File: src/rtl/cla_pkg.sv
// rtl/cla_pkg.sv - shared types and defaults for the pipelined CLA adder
package cla_pkg;
    typedef enum logic {
        OP_ADD = 1'b0,
        OP_SUB = 1'b1
    } cla_op_e;

    localparam int CLA_SEG_W = 4;

    typedef struct packed {
        logic cout;
        logic ovf;
        logic zero;
    } cla_flags_t;
endpackage

File: src/rtl/cla_seg.sv
// rtl/cla_seg.sv - combinational SEG_W-bit carry-lookahead segment
module cla_seg #(
    parameter int SEG_W = 4
) (
    input  logic [SEG_W-1:0] a,
    input  logic [SEG_W-1:0] b,
    input  logic             cin,
    output logic [SEG_W-1:0] sum,
    output logic             cout,
    output logic             p,
    output logic             g
);
    logic [SEG_W-1:0] bit_p;
    logic [SEG_W-1:0] bit_g;
    logic [SEG_W:0]   carry;
    logic             prop;
    logic             gen;

    assign bit_p = a ^ b;
    assign bit_g = a & b;

    // Each carry is a flat sum of products over the bits below it rather than a ripple.
    always_comb begin
        carry    = '0;
        carry[0] = cin;
        prop     = 1'b1;
        gen      = 1'b0;
        for (int i = 0; i < SEG_W; i++) begin
            prop = 1'b1;
            gen  = 1'b0;
            for (int j = i; j >= 0; j--) begin
                gen  = gen | (bit_g[j] & prop);
                prop = prop & bit_p[j];
            end
            carry[i+1] = gen | (prop & cin);
        end
    end

    assign sum  = bit_p ^ carry[SEG_W-1:0];
    assign cout = carry[SEG_W];
    assign p    = &bit_p;
    assign g    = gen;
endmodule

File: src/rtl/cla_pipe_adder.sv
// rtl/cla_pipe_adder.sv - pipelined segmented CLA adder/subtractor; CLA_PIPE_SAT_EN enables signed saturation
module cla_pipe_adder
    import cla_pkg::*;
#(
    parameter int WIDTH = 16,
    parameter int SEG_W = CLA_SEG_W
) (
    input  logic             clk,
    input  logic             rst,
    input  logic             in_valid,
    output logic             in_ready,
    input  logic [WIDTH-1:0] in_a,
    input  logic [WIDTH-1:0] in_b,
    input  logic             in_cin,
    input  logic             in_op,
    output logic             out_valid,
    input  logic             out_ready,
    output logic [WIDTH-1:0] out_sum,
    output logic             out_cout,
    output logic             out_ovf,
    output logic             out_zero
);
    localparam int NUM_SEG = WIDTH / SEG_W;
    localparam int LAST    = NUM_SEG - 1;

    cla_op_e          op;
    logic             advance;
    logic [WIDTH-1:0] b_eff;
    logic             cin_eff;

    logic             v_q     [NUM_SEG];
    logic             c_q     [NUM_SEG];
    logic [WIDTH-1:0] a_q     [NUM_SEG];
    logic [WIDTH-1:0] b_q     [NUM_SEG];
    logic [WIDTH-1:0] s_q     [NUM_SEG];
    cla_flags_t       flags_q;

    logic             v_src   [NUM_SEG];
    logic             c_src   [NUM_SEG];
    logic [WIDTH-1:0] a_src   [NUM_SEG];
    logic [WIDTH-1:0] b_src   [NUM_SEG];
    logic [WIDTH-1:0] s_src   [NUM_SEG];
    logic [SEG_W-1:0] seg_sum [NUM_SEG];
    logic             seg_co  [NUM_SEG];
    logic             seg_p   [NUM_SEG];
    logic             seg_g   [NUM_SEG];
    logic [WIDTH-1:0] s_nxt   [NUM_SEG];

    logic [WIDTH-1:0] raw_sum;
    logic [WIDTH-1:0] res_sum;
    logic             fin_cout;
    logic             msb_cin;
    logic             raw_ovf;

    assign op       = cla_op_e'(in_op);
    assign b_eff    = (op == OP_SUB) ? ~in_b : in_b;
    assign cin_eff  = (op == OP_SUB) ? 1'b1 : in_cin;
    assign advance  = ~v_q[LAST] | out_ready;
    assign in_ready = advance;

    // Operands shift down one segment per stage so each stage always consumes the low SEG_W bits.
    for (genvar k = 0; k < NUM_SEG; k++) begin : g_stage
        if (k == 0) begin : g_head
            assign v_src[k] = in_valid;
            assign c_src[k] = cin_eff;
            assign a_src[k] = in_a;
            assign b_src[k] = b_eff;
            assign s_src[k] = '0;
        end else begin : g_tail
            assign v_src[k] = v_q[k-1];
            assign c_src[k] = c_q[k-1];
            assign a_src[k] = a_q[k-1];
            assign b_src[k] = b_q[k-1];
            assign s_src[k] = s_q[k-1];
        end

        cla_seg #(.SEG_W(SEG_W)) u_seg (
            .a    (a_src[k][SEG_W-1:0]),
            .b    (b_src[k][SEG_W-1:0]),
            .cin  (c_src[k]),
            .sum  (seg_sum[k]),
            .cout (seg_co[k]),
            .p    (seg_p[k]),
            .g    (seg_g[k])
        );

        // New segment enters at the top; earlier ones slide down and land in place at the last stage.
        assign s_nxt[k] = (s_src[k] >> SEG_W) | (WIDTH'(seg_sum[k]) << (WIDTH - SEG_W));
    end

    always_comb begin
        raw_sum  = s_nxt[LAST];
        fin_cout = seg_g[LAST] | (seg_p[LAST] & c_src[LAST]);
        msb_cin  = raw_sum[WIDTH-1] ^ a_src[LAST][SEG_W-1] ^ b_src[LAST][SEG_W-1];
        raw_ovf  = fin_cout ^ msb_cin;
        res_sum  = raw_sum;
`ifdef CLA_PIPE_SAT_EN
        if (raw_ovf) begin
            res_sum = a_src[LAST][SEG_W-1] ? {1'b1, {(WIDTH-1){1'b0}}}
                                           : {1'b0, {(WIDTH-1){1'b1}}};
        end
`endif
    end

    always_ff @(posedge clk) begin
        if (rst) begin
            for (int k = 0; k < NUM_SEG; k++) begin
                v_q[k] <= 1'b0;
                c_q[k] <= 1'b0;
                a_q[k] <= '0;
                b_q[k] <= '0;
                s_q[k] <= '0;
            end
            flags_q <= '0;
        end else if (advance) begin
            for (int k = 0; k < NUM_SEG; k++) begin
                v_q[k] <= v_src[k];
                c_q[k] <= seg_co[k];
                a_q[k] <= a_src[k] >> SEG_W;
                b_q[k] <= b_src[k] >> SEG_W;
                s_q[k] <= (k == LAST) ? res_sum : s_nxt[k];
            end
            flags_q.cout <= fin_cout;
            flags_q.ovf  <= raw_ovf;
            flags_q.zero <= ~|res_sum;
        end
    end

    assign out_valid = v_q[LAST];
    assign out_sum   = s_q[LAST];
    assign out_cout  = flags_q.cout;
    assign out_ovf   = flags_q.ovf;
    assign out_zero  = flags_q.zero;
endmodule

File: config.mk
export PLATFORM = sky130hd
export DESIGN_NAME = cla_pipe_adder
export DESIGN_NICKNAME = d
export VERILOG_FILES = /design/src/rtl/cla_pkg.sv /design/src/rtl/cla_seg.sv /design/src/rtl/cla_pipe_adder.sv
export SDC_FILE = /design/constraint.sdc
export NUM_CORES = 1
export LEC_CHECK = 0
export CORE_UTILIZATION = 42
export CTS_BUF_LIST = sky130_fd_sc_hd__clkbuf_8
export CTS_CLUSTER_DIAMETER = 60
export CTS_CLUSTER_SIZE = 25
export DETAILED_ROUTE_END_ITERATION = 10
export SETUP_SLACK_MARGIN = 0.02
export SYNTH_ARGS = -nofsm -noshare
export SYNTH_HDL_FRONTEND = slang
export SYNTH_HIERARCHICAL = 1
export SYNTH_SLANG_ARGS = --single-unit
File: constraint.sdc
create_clock -name clk -period 7.77 [get_ports clk]
set_input_delay 0.777 -clock clk [delete_from_list [all_inputs] [get_ports clk]]
set_output_delay 0.777 -clock clk [all_outputs]
set_load 0.005 [all_outputs]
==> run metrics, run 1 <==
Crit. End Element=flop; routed vias/inst=4.35; GRT overflow=0; Yosys Warn Count=6; worst-path fanout max=17; Final Skew=0.00893 ns; Final Util=between 50% and 60%; cts repair resizes=0; Slowest-stage cell, CP=clkdlybuf4s50_1; postcts setup bufs=0; first-pass GRT wire length=slightly below 10,000 um; # fillers=between 900 and 1,000; Max IR drop VDD=78.1 uV; ANT nets after route=0; worst hold path type=reg2reg; Worst EP required=7.88 ns; overall die height=106 um; RSZ-0062 raised after global routing=no; DR WL/cell=11.3 um; LEAKAGE=0.00224 uW; CTS Buf Count=9; Area Growth Syn to Fin=20.0%; initial DRC count=82; Crit path buffers/inverters=1; CTS root buffer=clkbuf_8; DP HPWL=3750 um; DRC errors left=0; relative slew slack=about 29%; Psw=between 200 and 250 uW; Detailed Routing Iterations Pass 1=4; DR vias=2,246; die area=around 11,000 um2; Flop pwr share=between 50% and 60%; share of post-route cells with drive strength above 1=8.16%; site row count=37; # IOs=59; setup TNS=0 ns; kind of critical path=in2reg; syn nets=~380; RePlAce Congestion=0.712; CTS tree=yes; Final min period=approximately 2.9 ns; PortBufs=58; Clock Power Share=30.5%; max cap viols=0; Core Area=10,400 um2; clk slew on worst S/H paths=0.08 ns; Cells after Synth=318; Layout Cells excl Fill=516; Worst Path Arrival=3.03 ns; Longest Clk Path Bufs=2; slowest stage delay, CP=0.85 ns; Routed Wire Length=approximately 5800 um; nets=434; crit path cell chain=clkdlybuf4s50_1, xor2_1, ha_1, a41oi_2, o21ai_2, a21o_1, and2_1; Ant. Diodes=0; final period utilization=37.5%; clk sinks=between 90 and 100; final hold violation count=0; combinational power share=11.8%; Critical Path Source Type=input pin; power density over the cells=203 nW/um2; Cell Area, Synth=4510 um2; FF-to-FF setup slack=roughly 5.6 ns; Die Span X=106 um; status=completed; Fmax achieved=0.343 GHz; Setup Viol. Count Final=0; largest net degree at the start of global routing=87; Post-Place Cells=501; H-Tree Depth=3; Switching Share=20.6%; Starting Density=a little over two fifths; internal power=871 uW; Avg Cell Area, Syn=~14 um2; actual transition at the worst max-transition pin=1.07 ns; number of global-route vias before repair=2,097; hold_buf cts=0; latest clock arrival within the worst-skew pair=0.36 ns; antenna violations before repair=0; Slew Limit Fails=0; CP delay by family, top=buffers and inverters; gr usage total=11.4%
layout by cell type (no fill, tap or decap), drive strengths merged, types with 4 or more instances in the layout:
| cell | instances |
|---|---|
| a21o | 8 |
| a21oi | 9 |
| a41oi | 4 |
| and2 | 83 |
| clkbuf | 9 |
| clkdlybuf4s50 | 58 |
| edfxtp | 95 |
| fa | 4 |
| ha | 16 |
| inv | 23 |
| nor2 | 13 |
| nor4 | 4 |
| o21ai | 4 |
| xnor2 | 20 |
| xor2 | 9 |
path summary, 6_finish.rpt:
check	depth (start not counted)	to	from
min reg2reg	1	out_cout	out_cout
max reg2reg	7	out_ovf	a_q[0][21]
min	1	out_cout	out_cout
max	7	c_q[0][0]	in_op
stage by stage:
step / hold slack [ns] / worst slack, ns / cell area (um2) / total power, uW
floorplan: 0.456 / 4.51 / 4510 / 728
global placement: 0.451 / 4.55 / 5220 / 774
detailed placement: 0.453 / 4.45 / 5220 / 777
CTS: 0.476 / 4.84 / 5420 / 1110
global route: 0.513 / 4.72 / 5420 / 1150
finish: 0.475 / 4.85 / 5420 / 1100
worst reg2reg max path: stages (launching register included):
cell,delay (ns)
edfxtp_1,0.39
ha_1,0.39
a41oi_2,0.24
o21ai_2,0.08
xor2_1,0.21
xnor3_1,0.45
xor2_1,0.17
a22o_1,0.20
cell type report:
class | instances | area (um2) | share of cell area, %
Multi-Input combinational cell | 187 | 1460 | 27.0
Clock inverter | 6 | 76.3 | 1.41
Timing Repair Buffer | 59 | 588 | 10.9
Tap cell | 136 | 170 | 3.14
Sequential cell | 98 | 2910 | 53.8
Clock buffer | 9 | 124 | 2.29
Inverter | 21 | 80.1 | 1.48
metal layers:
layer / global-route usage [%] / up-vias / share of wire (%)
met1: 14.1 / 977 / 48
met2: 18.0 / 51 / 46
met5: 0 / - / 0
met4: 5.65 / 0 / 2.0
li1: - / 1208 / -
met3: 3.53 / 10 / 4.0
power groups by stage:
stage / registers [uW] / logic (uW) / clock network [uW]
after floorplan: 644 / 84.7 / 0
after global placement: 645 / 128 / 0
after detailed placement: 646 / 131 / 0
after CTS: 634 / 131 / 345
after global routing: 638 / 144 / 364
final: 633 / 129 / 335
sequential cells by signal, indices dropped and copies added, names as in the netlist:
name,flops
b_q,24
c_q,3
s_q,40
a_q,24
out_zero,1
out_ovf,1
v_q,4
out_cout,1
Note: power is estimated with default switching activity, not from simulation.
==> run 2: changes to the inputs <==
==> constraint.sdc (replaced) <==
create_clock -name clk -period 3 [get_ports clk]
set_input_delay 0.3 -clock clk [delete_from_list [all_inputs] [get_ports clk]]
set_output_delay 0.3 -clock clk [all_outputs]
set_load 0.005 [all_outputs]
==> run 2 against run 1 <==
Die area stayed put. Global-route usage up 0.22 points. Critical path depth stayed put. Core utilization up 0.42 points. Via count grew 2.4%. Cell area increased by 0.81%. Flip-flop and latch count unchanged. Largest power group unchanged.
==> run metrics, run 2 (same netlist as run 1, synthesis figures left out) <==
Detailed Routing Iterations Pass 1=4; worst r2r src=a_q[0][21]; most common cell after layout, fill and taps aside=edfxtp_1; latest clock arrival within the worst-skew pair=~0.36 ns; commonest cells after routing, fill and taps aside=95 x edfxtp_1, 82 x and2_1, 58 x clkdlybuf4s50_1, 22 x inv_1, 20 x xnor2_1; RePlAce Congestion=0.720; postcts setup bufs=0; pre-CTS setup slack=0.687 ns; PortBufs=58; nets=approximately 440; die area=11,200 um2; DRC errors left=0; Post-Place Cells=504; crit path launch=a_q[0][21]; site row count=37; power density over the cells=around 530 nW/um2; worst hold path type=reg2reg; actual transition at the worst max-transition pin=0.610 ns; setup TNS=0 ns; Worst Path Arrival=approximately 2.5 ns; DR WL/cell=11.2 um; clk sinks=98; share of post-route cells with drive strength above 1=9.11%; CTS tree=yes; Area Growth Syn to Fin=21.0%; Hold Path Origin=out_cout; ANT nets after route=0; relative slew slack=between 50% and 60%; Slew Limit Fails=0; worst-path fanout max=5; Max IR drop VDD=204 uV; H-Tree Depth=3; initial DRC count=75; max cap viols=0; DR vias=~2,300; Ant. Diodes=0; cts repair resizes=0; Setup Viol. Count Final=0; Final min period=2.23 ns; first-pass GRT wire length=9780 um; CTS Buf Count=9; Routed Wire Length=5840 um; Most flops, register=s_q; Critical Path Source Type=flop; Core Area=slightly above 10,000 um2; antenna violations before repair=0; largest registers=s_q x40, a_q x24, b_q x24; final hold violation count=0; Final Skew=0.0104 ns; CTS root buffer=clkbuf_8; clk slew on worst S/H paths=0.09 ns; Starting Density=43.5%; RSZ-0062 raised after global routing=no; Largest register FFs=40; routed vias/inst=4.42; Total Power=between 2000 and 3000 uW; hold_buf cts=0; Fmax achieved=between 0.4 and 0.5 GHz; Crit. End Element=flop; largest net degree at the start of global routing=76; number of global-route vias before repair=2,161; DP HPWL=roughly 3900 um; kind of critical path=reg2reg; GRT overflow=0; overall die height=106 um; # IOs=just under 60; final period utilization=74.4%; status=completed; Worst EP required=around 3.3 ns; gr usage total=11.6%; LEAKAGE=0.00226 uW; Final WS setup=between 0.7 and 0.8 ns; Longest Clk Path Bufs=2; Layout Cells excl Fill=520; Die Span X=about 110 um
## run 2: metal layers
metal | global-route usage, % | wire, um | share of wire [%]
met2 | 18.1 | 2600 | 45
met3 | 4.14 | 288 | 4.9
met5 | 0 | 0 | 0
met4 | 6.15 | 134 | 2.3
met1 | 14.0 | 2810 | 48
## run 2: stage by stage
step | utilization, % | hold slack [ns] | area (um2)
after floorplan | - | 0.456 | 4510
after global placement | 50.6 | 0.455 | 5250
after detailed placement | 50.6 | 0.453 | 5250
after CTS | 52.6 | 0.477 | 5460
after global routing | 52.6 | 0.514 | 5460
final | 52.6 | 0.482 | 5460
## run 2: cell type report
class,count,area (um2)
tap,136,170
multi-input combinational,187,1460
sequential,98,2910
clock buffer,9,124
fill,901,4910
timing repair buffer,62,623
inverter,21,80.1
clock inverter,7,85.1
## run 2: critical path, stage by stage, from the launching register on
cell and delay (ns):
edfxtp_1 0.37, ha_1 0.39, a41oi_2 0.25, o21ai_2 0.08, xor2_1 0.22, xnor3_1 0.45, xor2_1 0.17, a22o_1 0.20
## run 2: worst paths after layout
check / depth (start not counted) / endpoint / slack [ns]
worst max register to register: 7 / out_ovf / 0.77
worst min register to register: 1 / out_cout / 0.48
worst min-delay path: 1 / out_cout / 0.48
worst max-delay path: 7 / out_ovf / 0.77
## run 2: power by group
group / switching [uW] / internal (uW)
registers: 29.5 / 1610
clock network: 427 / 462
logic: 144 / 194
